`config.mk`:
```
export PLATFORM = sky130hd
export DESIGN_NAME = multicycle_control
export DESIGN_NICKNAME = d
export VERILOG_FILES = /design/src/rtl/multicycle_control.sv
export SDC_FILE = /design/constraint.sdc
export NUM_CORES = 1
export LEC_CHECK = 0
export CORE_UTILIZATION = 45
export CTS_CLUSTER_DIAMETER = 30
export CTS_CLUSTER_SIZE = 28
export DETAILED_ROUTE_END_ITERATION = 12
export HOLD_SLACK_MARGIN = 0.03
export PLACE_DENSITY = 0.8
export SYNTH_ARGS = -nofsm -noshare
export SYNTH_HDL_FRONTEND = slang
export SYNTH_SLANG_ARGS = --single-unit
```
`constraint.sdc`:
```
create_clock -name clk -period 2.35 [get_ports clk]
set_input_delay 0.5875 -clock clk [delete_from_list [all_inputs] [get_ports clk]]
set_output_delay 0.5875 -clock clk [all_outputs]
set_load 0.05 [all_outputs]
```
`src/rtl/multicycle_control.sv`:
```
// Main sequencer for the multi-cycle DLX datapath (fetch/decode/execute/memory/write-back).
// Optional performance counters are enabled by defining MULTICYCLE_PERF_EN.
module multicycle_control #(
  parameter int unsigned PERF_W   = 32,
  parameter int unsigned LINK_REG = 31
) (
  input  logic       clk,
  input  logic       rst,
  input  logic [5:0] opcode,
  input  logic       mem_ready,
  output logic       mem_req,
  output logic       mem_write,
  output logic       iord,
  output logic       ir_write,
  output logic       pc_write,
  output logic       pc_write_cond,
  output logic       branch_ne,
  output logic [1:0] pc_source,
  output logic [1:0] alu_op,
  output logic       alu_src_a,
  output logic [1:0] alu_src_b,
  output logic       reg_write,
  output logic [1:0] reg_dst,
  output logic [1:0] mem_to_reg,
  output logic [4:0] link_reg,
  output logic       illegal_op
`ifdef MULTICYCLE_PERF_EN
  ,
  output logic [PERF_W-1:0] instr_count,
  output logic [PERF_W-1:0] cycle_count
`endif
);

  typedef enum logic [3:0] {
    IDLE, FETCH, DECODE, MEMADDR, MEMRD, MEMWB, MEMWR,
    EXEC_R, EXEC_I, ALUWB, BRANCH, JUMP
  } state_t;

  state_t state, next_state, dispatch;
  logic   sel_q, sel_d, illegal_d, illegal_q;

  if (PERF_W < 8) begin : g_perf_w_check
    $error("multicycle_control: PERF_W must be at least 8");
  end

  // sel_q carries the one opcode-dependent variant bit per class
  // (SW vs LW, rd vs rt, BNEZ vs BEQZ, JAL vs J) so later states stay Moore.
  always_comb begin
    dispatch  = FETCH;
    sel_d     = 1'b0;
    illegal_d = 1'b0;
    case (opcode)
      6'h00:                      begin dispatch = EXEC_R;  sel_d = 1'b1;      end
      6'h23:                      begin dispatch = MEMADDR; sel_d = 1'b0;      end
      6'h2b:                      begin dispatch = MEMADDR; sel_d = 1'b1;      end
      6'h04, 6'h05:               begin dispatch = BRANCH;  sel_d = opcode[0]; end
      6'h02, 6'h03:               begin dispatch = JUMP;    sel_d = opcode[0]; end
      6'h08, 6'h09, 6'h0a, 6'h0b, 6'h0c, 6'h0d, 6'h0e, 6'h14,
      6'h16, 6'h17, 6'h18, 6'h19, 6'h1a, 6'h1c:
                                  begin dispatch = EXEC_I;  sel_d = 1'b0;      end
      default:                    illegal_d = 1'b1;
    endcase
  end

  always_ff @(posedge clk or posedge rst) begin
    if (rst) begin
      state     <= IDLE;
      sel_q     <= 1'b0;
      illegal_q <= 1'b0;
    end else begin
      state     <= next_state;
      illegal_q <= (state == DECODE) && illegal_d;
      if (state == DECODE) sel_q <= sel_d;
    end
  end

  always_comb begin
    next_state    = state;
    mem_req       = 1'b0;
    mem_write     = 1'b0;
    iord          = 1'b0;
    ir_write      = 1'b0;
    pc_write      = 1'b0;
    pc_write_cond = 1'b0;
    branch_ne     = 1'b0;
    pc_source     = 2'b00;
    alu_op        = 2'b00;
    alu_src_a     = 1'b0;
    alu_src_b     = 2'b00;
    reg_write     = 1'b0;
    reg_dst       = 2'b00;
    mem_to_reg    = 2'b00;
    case (state)
      IDLE: next_state = FETCH;
      FETCH: begin
        mem_req    = 1'b1;
        alu_src_b  = 2'b01;
        ir_write   = mem_ready;
        pc_write   = mem_ready;
        if (mem_ready) next_state = DECODE;
      end
      DECODE: begin
        alu_src_b  = 2'b10;
        next_state = dispatch;
      end
      MEMADDR: begin
        alu_src_a  = 1'b1;
        alu_src_b  = 2'b10;
        next_state = sel_q ? MEMWR : MEMRD;
      end
      MEMRD: begin
        mem_req = 1'b1;
        iord    = 1'b1;
        if (mem_ready) next_state = MEMWB;
      end
      MEMWB: begin
        reg_write  = 1'b1;
        mem_to_reg = 2'b01;
        next_state = FETCH;
      end
      MEMWR: begin
        mem_req   = 1'b1;
        mem_write = 1'b1;
        iord      = 1'b1;
        if (mem_ready) next_state = FETCH;
      end
      EXEC_R: begin
        alu_src_a  = 1'b1;
        alu_op     = 2'b10;
        next_state = ALUWB;
      end
      EXEC_I: begin
        alu_src_a  = 1'b1;
        alu_src_b  = 2'b10;
        alu_op     = 2'b10;
        next_state = ALUWB;
      end
      ALUWB: begin
        reg_write  = 1'b1;
        reg_dst    = {1'b0, sel_q};
        next_state = FETCH;
      end
      BRANCH: begin
        alu_src_a     = 1'b1;
        alu_op        = 2'b01;
        pc_write_cond = 1'b1;
        pc_source     = 2'b01;
        branch_ne     = sel_q;
        next_state    = FETCH;
      end
      JUMP: begin
        pc_write  = 1'b1;
        pc_source = 2'b10;
        if (sel_q) begin
          reg_write  = 1'b1;
          reg_dst    = 2'b10;
          mem_to_reg = 2'b10;
        end
        next_state = FETCH;
      end
      default: next_state = IDLE;
    endcase
  end

  assign link_reg   = 5'(LINK_REG);
  assign illegal_op = illegal_q;

`ifdef MULTICYCLE_PERF_EN
  logic instr_done;
  assign instr_done = (next_state == FETCH) && (state != FETCH) && (state != IDLE);

  always_ff @(posedge clk or posedge rst) begin
    if (rst) begin
      instr_count <= '0;
      cycle_count <= '0;
    end else begin
      if (instr_done)    instr_count <= instr_count + 1'b1;
      if (state != IDLE) cycle_count <= cycle_count + 1'b1;
    end
  end
`endif

endmodule

```
==> impl.org <==
** Final layout
- Net count reported at finish :: 143
- Once layout is complete, the cells apart from fillers number roughly 150.
- The number of antenna diodes in the final layout is 0.
- Of the cells placed in the final design, the portion with a size suffix greater than 1 is just over 30%.
- For this run, the share of the core covered by cells in the final layout is just under 80%.
- Area overhead of the layout relative to synthesis :: 56.4%

** Worst setup path
- CP endpoint kind :: output port
- Data arrives at the worst endpoint at between 1500 and 2000 ps.
- Count of cell instances traversed by the critical path :: 4
- Worst-path maximum fanout :: 14
- In this design, the stage delay of the slowest critical-path cell is between 400 and 500 ps.
- Grouping stages by cell kind, the critical path spends the most delay in simple AND/OR/NAND/NOR gates.
- Counting cells, the worst reg-to-reg path comes to 5.
- The worst setup path is of the reg2out kind.
- Standard cell with the maximum stage delay on the critical path :: sky130_fd_sc_hd__dfrtp_2
- The worst setup path is launched from a register.
- CP Cell Sequence :: nor2b_1 > and3_2 > and2_2 > buf_12
- Worst flop-to-flop path startpoint :: state[3]$_DFFE_PP0P_
- For the worst setup path, the data required time is approximately 1800 ps.
- Start point of the critical path :: state[2]$_DFFE_PP0P_
- Counting both buffers and inverters, the worst setup path holds a total of 1.

** Floorplan
- Die width :: roughly 44 um
- Placement Rows :: 14
- Area enclosed by the die boundary :: just under 0.002 mm2
- In this run the vertical extent of the chip is around 44 um.
- IO Pins :: 34
- Initial core utilization :: about half
- Placeable core region :: about 0.0016 mm2

** Clock tree
- CTS tree :: yes
- CTS sink count :: 6
- Post-CTS Hold Fix Bufs :: 0
- Counting along the longest clock path gives a buffer depth of 2.
- Clock Root Buffer :: sky130_fd_sc_hd__clkbuf_4
- Clock latency on the worst-skew pair, taken at its later pin, is roughly 250 ps.
- The number of setup buffers added after CTS is 0.
- In this run, CTS created clock tree buffers numbering 3.
- Clock-pin slew was measured on the worst setup and hold paths at about 50 ps.
- CTS built an H-tree with a depth of 1.
- In this run, post-CTS repair resized a total of 0 instances.

** Synthesis
- After synthesis, the netlist uses 42 different library cells.
- Of all cell types, the one taking the most synthesized area is sky130_fd_sc_hd__dfrtp_1.
- Number of standard cells after synthesis :: between 100 and 150
- Ranked by total cell area, the synthesized netlist is headed by sky130_fd_sc_hd__dfrtp_1, sky130_fd_sc_hd__buf_4, sky130_fd_sc_hd__nor2_1.
- Share of synthesized area occupied by flip-flops and latches :: a little under a fifth
- During synthesis, Yosys emitted a total of 0 warnings.
- By count the netlist is led by sky130_fd_sc_hd__nor2_1, sky130_fd_sc_hd__buf_4, sky130_fd_sc_hd__a21oi_1.
- Synth async-reset ratio :: between 90% and 100%
- Post-Synthesis Mean Instance Area :: about 7.3 um2
- Most common cell in the synthesized netlist :: sky130_fd_sc_hd__nor2_1
- Yosys mapped a number of flops with a built-in enable equal to 0.
- Counting flops and latches in the post-synthesis netlist gives 6.
- Synthesized cell area :: roughly 800 um2
- For this run, the leading register cell type out of synthesis is sky130_fd_sc_hd__dfrtp_1.
- Area fraction of the dominant cell type after synthesis :: 18.8%

** Timing
- Headroom to the max-slew limit came out at 64.5%.
- Final hold violations :: 0
- Worst-Margin Slew :: about 530 ps
- Setup violation total in the final timing report :: 0
- Slew Viols, Final :: 0
- Fin Clk Skew :: 9.06 ps
- Crit path time final :: ~2200 ps
- Setup repair after global routing missed its margin :: no
- Max frequency :: ~0.45 GHz
- Tcrit/Tclk final :: 94.9%

** Drt
- Summed over all layers, the routed wires come to ~2.0 mm.
- The routed layout has 857 vias.
- For this block, the initial DRC count from the detailed router was 24.
- Drc violations :: 5
- In the routed layout, each cell is associated on average with a via count of between 5 and 6.
- For this run, the detailed router's first-pass iteration total came to 8.
- Number of nets with antenna violations after detailed routing :: 0
- Dividing the detail-routed wire length by the instance count gives 13.5 um.

** Global route
- For met2 alone, demand over resource in global routing was between 40% and 50%.
- Vias in the first global route :: between 700 and 800
- For met1 alone, demand over resource in global routing was between 20% and 30%.
- Antenna violations before repair :: 0
- Global routing used about 23% of the available tracks across all layers.
- Met3 GRT Util :: under 10%
- The global routing stage identified its most utilized layer as met2.
- For this run the aggregate overflow at the end of global routing stands at 0.
- The first global-routing pass estimated about 3.3 mm of wire.
- Maximum number of pins on one net before global-route repair :: 15

** Power and ir drop
- PnR Total Power :: roughly 0.0014 W
- Cell leakage power :: ~0.52 nW
- Worst ir drop on vdd :: roughly 0.00091 V
- Power spread over the standard cell area amounts to between 1000 and 1500 mW/mm2.

** Status
- Violated checks :: DRC
- The run finished, with violations left.

** Placed design
- Detailed placement ended at an HPWL of 1.65 mm.
- Weighted congestion reported at the end of routability-driven placement :: approximately 0.9
- In this run, placement finished with an instance count of approximately 150.
- Port buffering added 28 buffers.

** Job
- Max-capacitance violation count :: 0

** Min path
- Hold crit path type :: in2async
==> path summary, 6_finish.rpt <==
check | endpoint | slack (ps)
hold / removal | state[1]$_DFFE_PP0P_ | 580
hold reg to reg | state[2]$_DFFE_PP0P_ | 670
setup reg to reg | illegal_op$_DFF_PP0_ | 940
max in group asynchronous | state[2]$_DFFE_PP0P_ | 1570
min in group clk | state[2]$_DFFE_PP0P_ | 670
setup / recovery | reg_dst[1] | 120
==> sequential cells by signal (all words and copies together) (netlist names) <==
signal	count
illegal_op	1
sel_q	1
state	4
==> cell usage in the layout (no fill, tap or decap), types with 2 or more instances in the layout <==
cell type and instances:
sky130_fd_sc_hd__a211oi_1 2, sky130_fd_sc_hd__a21oi_1 7, sky130_fd_sc_hd__a31oi_1 3, sky130_fd_sc_hd__and2_2 2, sky130_fd_sc_hd__buf_12 17, sky130_fd_sc_hd__buf_4 8
sky130_fd_sc_hd__clkbuf_4 3, sky130_fd_sc_hd__clkdlybuf4s50_1 9, sky130_fd_sc_hd__conb_1 5, sky130_fd_sc_hd__dfrtp_1 5, sky130_fd_sc_hd__inv_1 4, sky130_fd_sc_hd__nand2_1 6
sky130_fd_sc_hd__nand2b_1 4, sky130_fd_sc_hd__nand3_1 2, sky130_fd_sc_hd__nor2_1 11, sky130_fd_sc_hd__nor2b_1 6, sky130_fd_sc_hd__o21ai_1 2, sky130_fd_sc_hd__o22ai_1 3
sky130_fd_sc_hd__o32ai_1 2, sky130_fd_sc_hd__or2_1 3, sky130_fd_sc_hd__or2_4 2
==> power by group <==
group          switching, W  internal (W)  leakage (nW)   total, W
Combinational      0.000637      0.000491         0.433    0.00113
Sequential        0.0000487      0.000143        0.0750   0.000192
Clock             0.0000379     0.0000578        0.0138  0.0000957
==> metal layers <==
metal | wire length, um | up-vias | share of wire [%]
met5 | 0 | - | 0
met4 | 64 | 0 | 3.2
met3 | 184 | 8 | 9.2
met2 | 1000 | 60 | 50
met1 | 753 | 372 | 38
li1 | - | 417 | -
==> cell families after synthesis <==
logic type             share of synthesized area [%]
AO/OA/AOI/OAI                                   24.2
flip-flops                                      18.8
XOR/XNOR                                        2.20
buffers and inverters                           17.0
multiplexers                                    2.67
AND/OR/NAND/NOR                                 34.7
other                                          0.471
==> per-stage QoR <==
step | instance area [um2] | setup slack, ps | hold WS (ps) | setup TNS (ps)
4_1_cts | 1240 | 36.4 | 559 | 0
6_report | 1250 | 120 | 576 | 0
3_3_place_gp | 1220 | 161 | 646 | 0
3_5_place_dp | 1220 | 136 | 662 | 0
5_1_grt | 1250 | 21.3 | 581 | 0
2_1_floorplan | 828 | -31.0 | 378 | -88.1
==> final cells by class <==
type | instances | area, um2
multi-input cells | 84 | 543
repair buffers | 34 | 490
fillers | 109 | 330
flip-flops and latches | 6 | 151
clock buffers | 3 | 22.5
well taps | 16 | 20.0
inverters | 5 | 18.8
(Power assumes the default switching activity.)
==> RTL edit, RTL diff (same flow settings) <==
Re-encode `state_t` (12 states) as one-hot, 12 bits wide.
--- a/src/rtl/multicycle_control.sv
+++ b/src/rtl/multicycle_control.sv
@@ -33,5 +33,5 @@
 
-  typedef enum logic [3:0] {
-    IDLE, FETCH, DECODE, MEMADDR, MEMRD, MEMWB, MEMWR,
-    EXEC_R, EXEC_I, ALUWB, BRANCH, JUMP
+  typedef enum logic [11:0] {
+    IDLE = 12'b000000000001, FETCH = 12'b000000000010, DECODE = 12'b000000000100, MEMADDR = 12'b000000001000, MEMRD = 12'b000000010000, MEMWB = 12'b000000100000, MEMWR = 12'b000001000000,
+    EXEC_R = 12'b000010000000, EXEC_I = 12'b000100000000, ALUWB = 12'b001000000000, BRANCH = 12'b010000000000, JUMP = 12'b100000000000
   } state_t;
Behaviour: same outputs for any inputs over 10 cycles, from zero or initial values and one cycle with rst high; not proved beyond that.
==> RTL edit against the original RTL <==
- routed wire length rose by 130%
- sequential power rose by 66%
- count of clock-buffer cells in the layout rose by 1
- synthesized area rose by 49%
- sequential cell count rose by 8
- die area rose by 46%
- the run ends with negative setup slack left
- total power fell by 9.9%
- worst setup slack got worse by 430 ps
- cell area rose by 68%
==> RTL edit: results (changes against the original RTL) <==
Outcome = finished with violations (unchanged)
Violated checks = negative setup slack (was design-rule violations)
Post-route worst setup slack = -310 ps (was 120 ps)
Met1 Routed Length = 1710 microns (was 753 microns)
Complex-gate fraction of the synthesized area = 0.153 (was 0.242)
Met2 track utilization from global routing = 0.529 (was 0.400)
CP peak stage delay = 450 ps (was 480 ps)
First-pass detailed-route iteration total = 4 (was 8)
Relative slew slack = 0.669 (was 0.645)
Via count of the first global-routing pass = 1,274 (was 762)
Non-Filler Instances = 226 (was 148)
Grt met1 use = 0.358 (was 0.260)
Sequential cell area in the final layout = 358 sq um (was 151 sq um)
Clock latency on the worst-skew pair = 280 ps (was 250 ps)
Post-DP HPWL = 2750 microns (was 1650 microns)
Post-layout utilization of the core = 0.844 (was 0.790)
Slowest cell on crit path = sky130_fd_sc_hd__dfrtp_1 (was sky130_fd_sc_hd__dfrtp_2)
Total number of multi-input combinational cells = 106 (was 84)
Synthesized-area fraction occupied by xor and xnor cells = 0.0444 (was 0.0220)
RePlAce Congestion = 0.929 (was 0.911)
Number of design-rule violations left by the first detailed-router iteration = 26 (was 24)
Number of cells traversed by the worst register-to-register path = 6 (was 5)
Number of buffers outside the clock class in the layout = 64 (was 34)
Worst Hold Slack = 618 ps (was 576 ps)
Clock edge transition at the registers on the reported setup and hold paths = 80 ps (was 50 ps)
Flop2flop setup slack = 480 ps (was 940 ps)
Gate Count Post-Synth = 142 (was 109)
Relative area of clock buffers and inverters in the final design = 0.0174 (was 0.0181)
Setup TNS Final = -2260 ps (was 0 ps)
# fillers = 124 (was 109)
Signal inverters = 8 (was 5)
Final number of setup-violating endpoints = 17 (was 0)
Final non-clock buffer share = 0.368 (was 0.394)
Endpoint of the worst-slack reg-to-reg timing path = state[0]$_DFFE_PP1P_ (was illegal_op$_DFF_PP0_)
Num Clock Sinks = 14 (was 6)
-- RTL edit: cell count changes in the layout (fill, tap and decap cells not counted), sizes merged, moves of 4 or more --
cell / before / now
dfrtp: 6 / 13
buf: 25 / 55
a21oi: 7 / 1
nor2b: 6 / 2
nor3: 2 / 11
and3: 2 / 6
nand3: 2 / 7
nand2b: 4 / 0
a22o: 0 / 4
-- RTL edit: power breakdown --
group	switching [mW]	total (mW)	internal, mW	leakage [nW]
Combinational	0.428	0.787	0.360	0.708
Sequential	0.0412	0.318	0.277	0.182
Clock	0.0760	0.170	0.0944	0.0210
Total	0.545	1.28	0.731	0.911
-- RTL edit: repair_timing --
action,in CTS,in global routing
buffers inserted,10,7
endpoints found under the hold margin,0,0
gates cloned,0,0
pin swaps,9,8
gates resized for setup,17,18
setup endpoints to repair,19,19
hold buffers,0,0
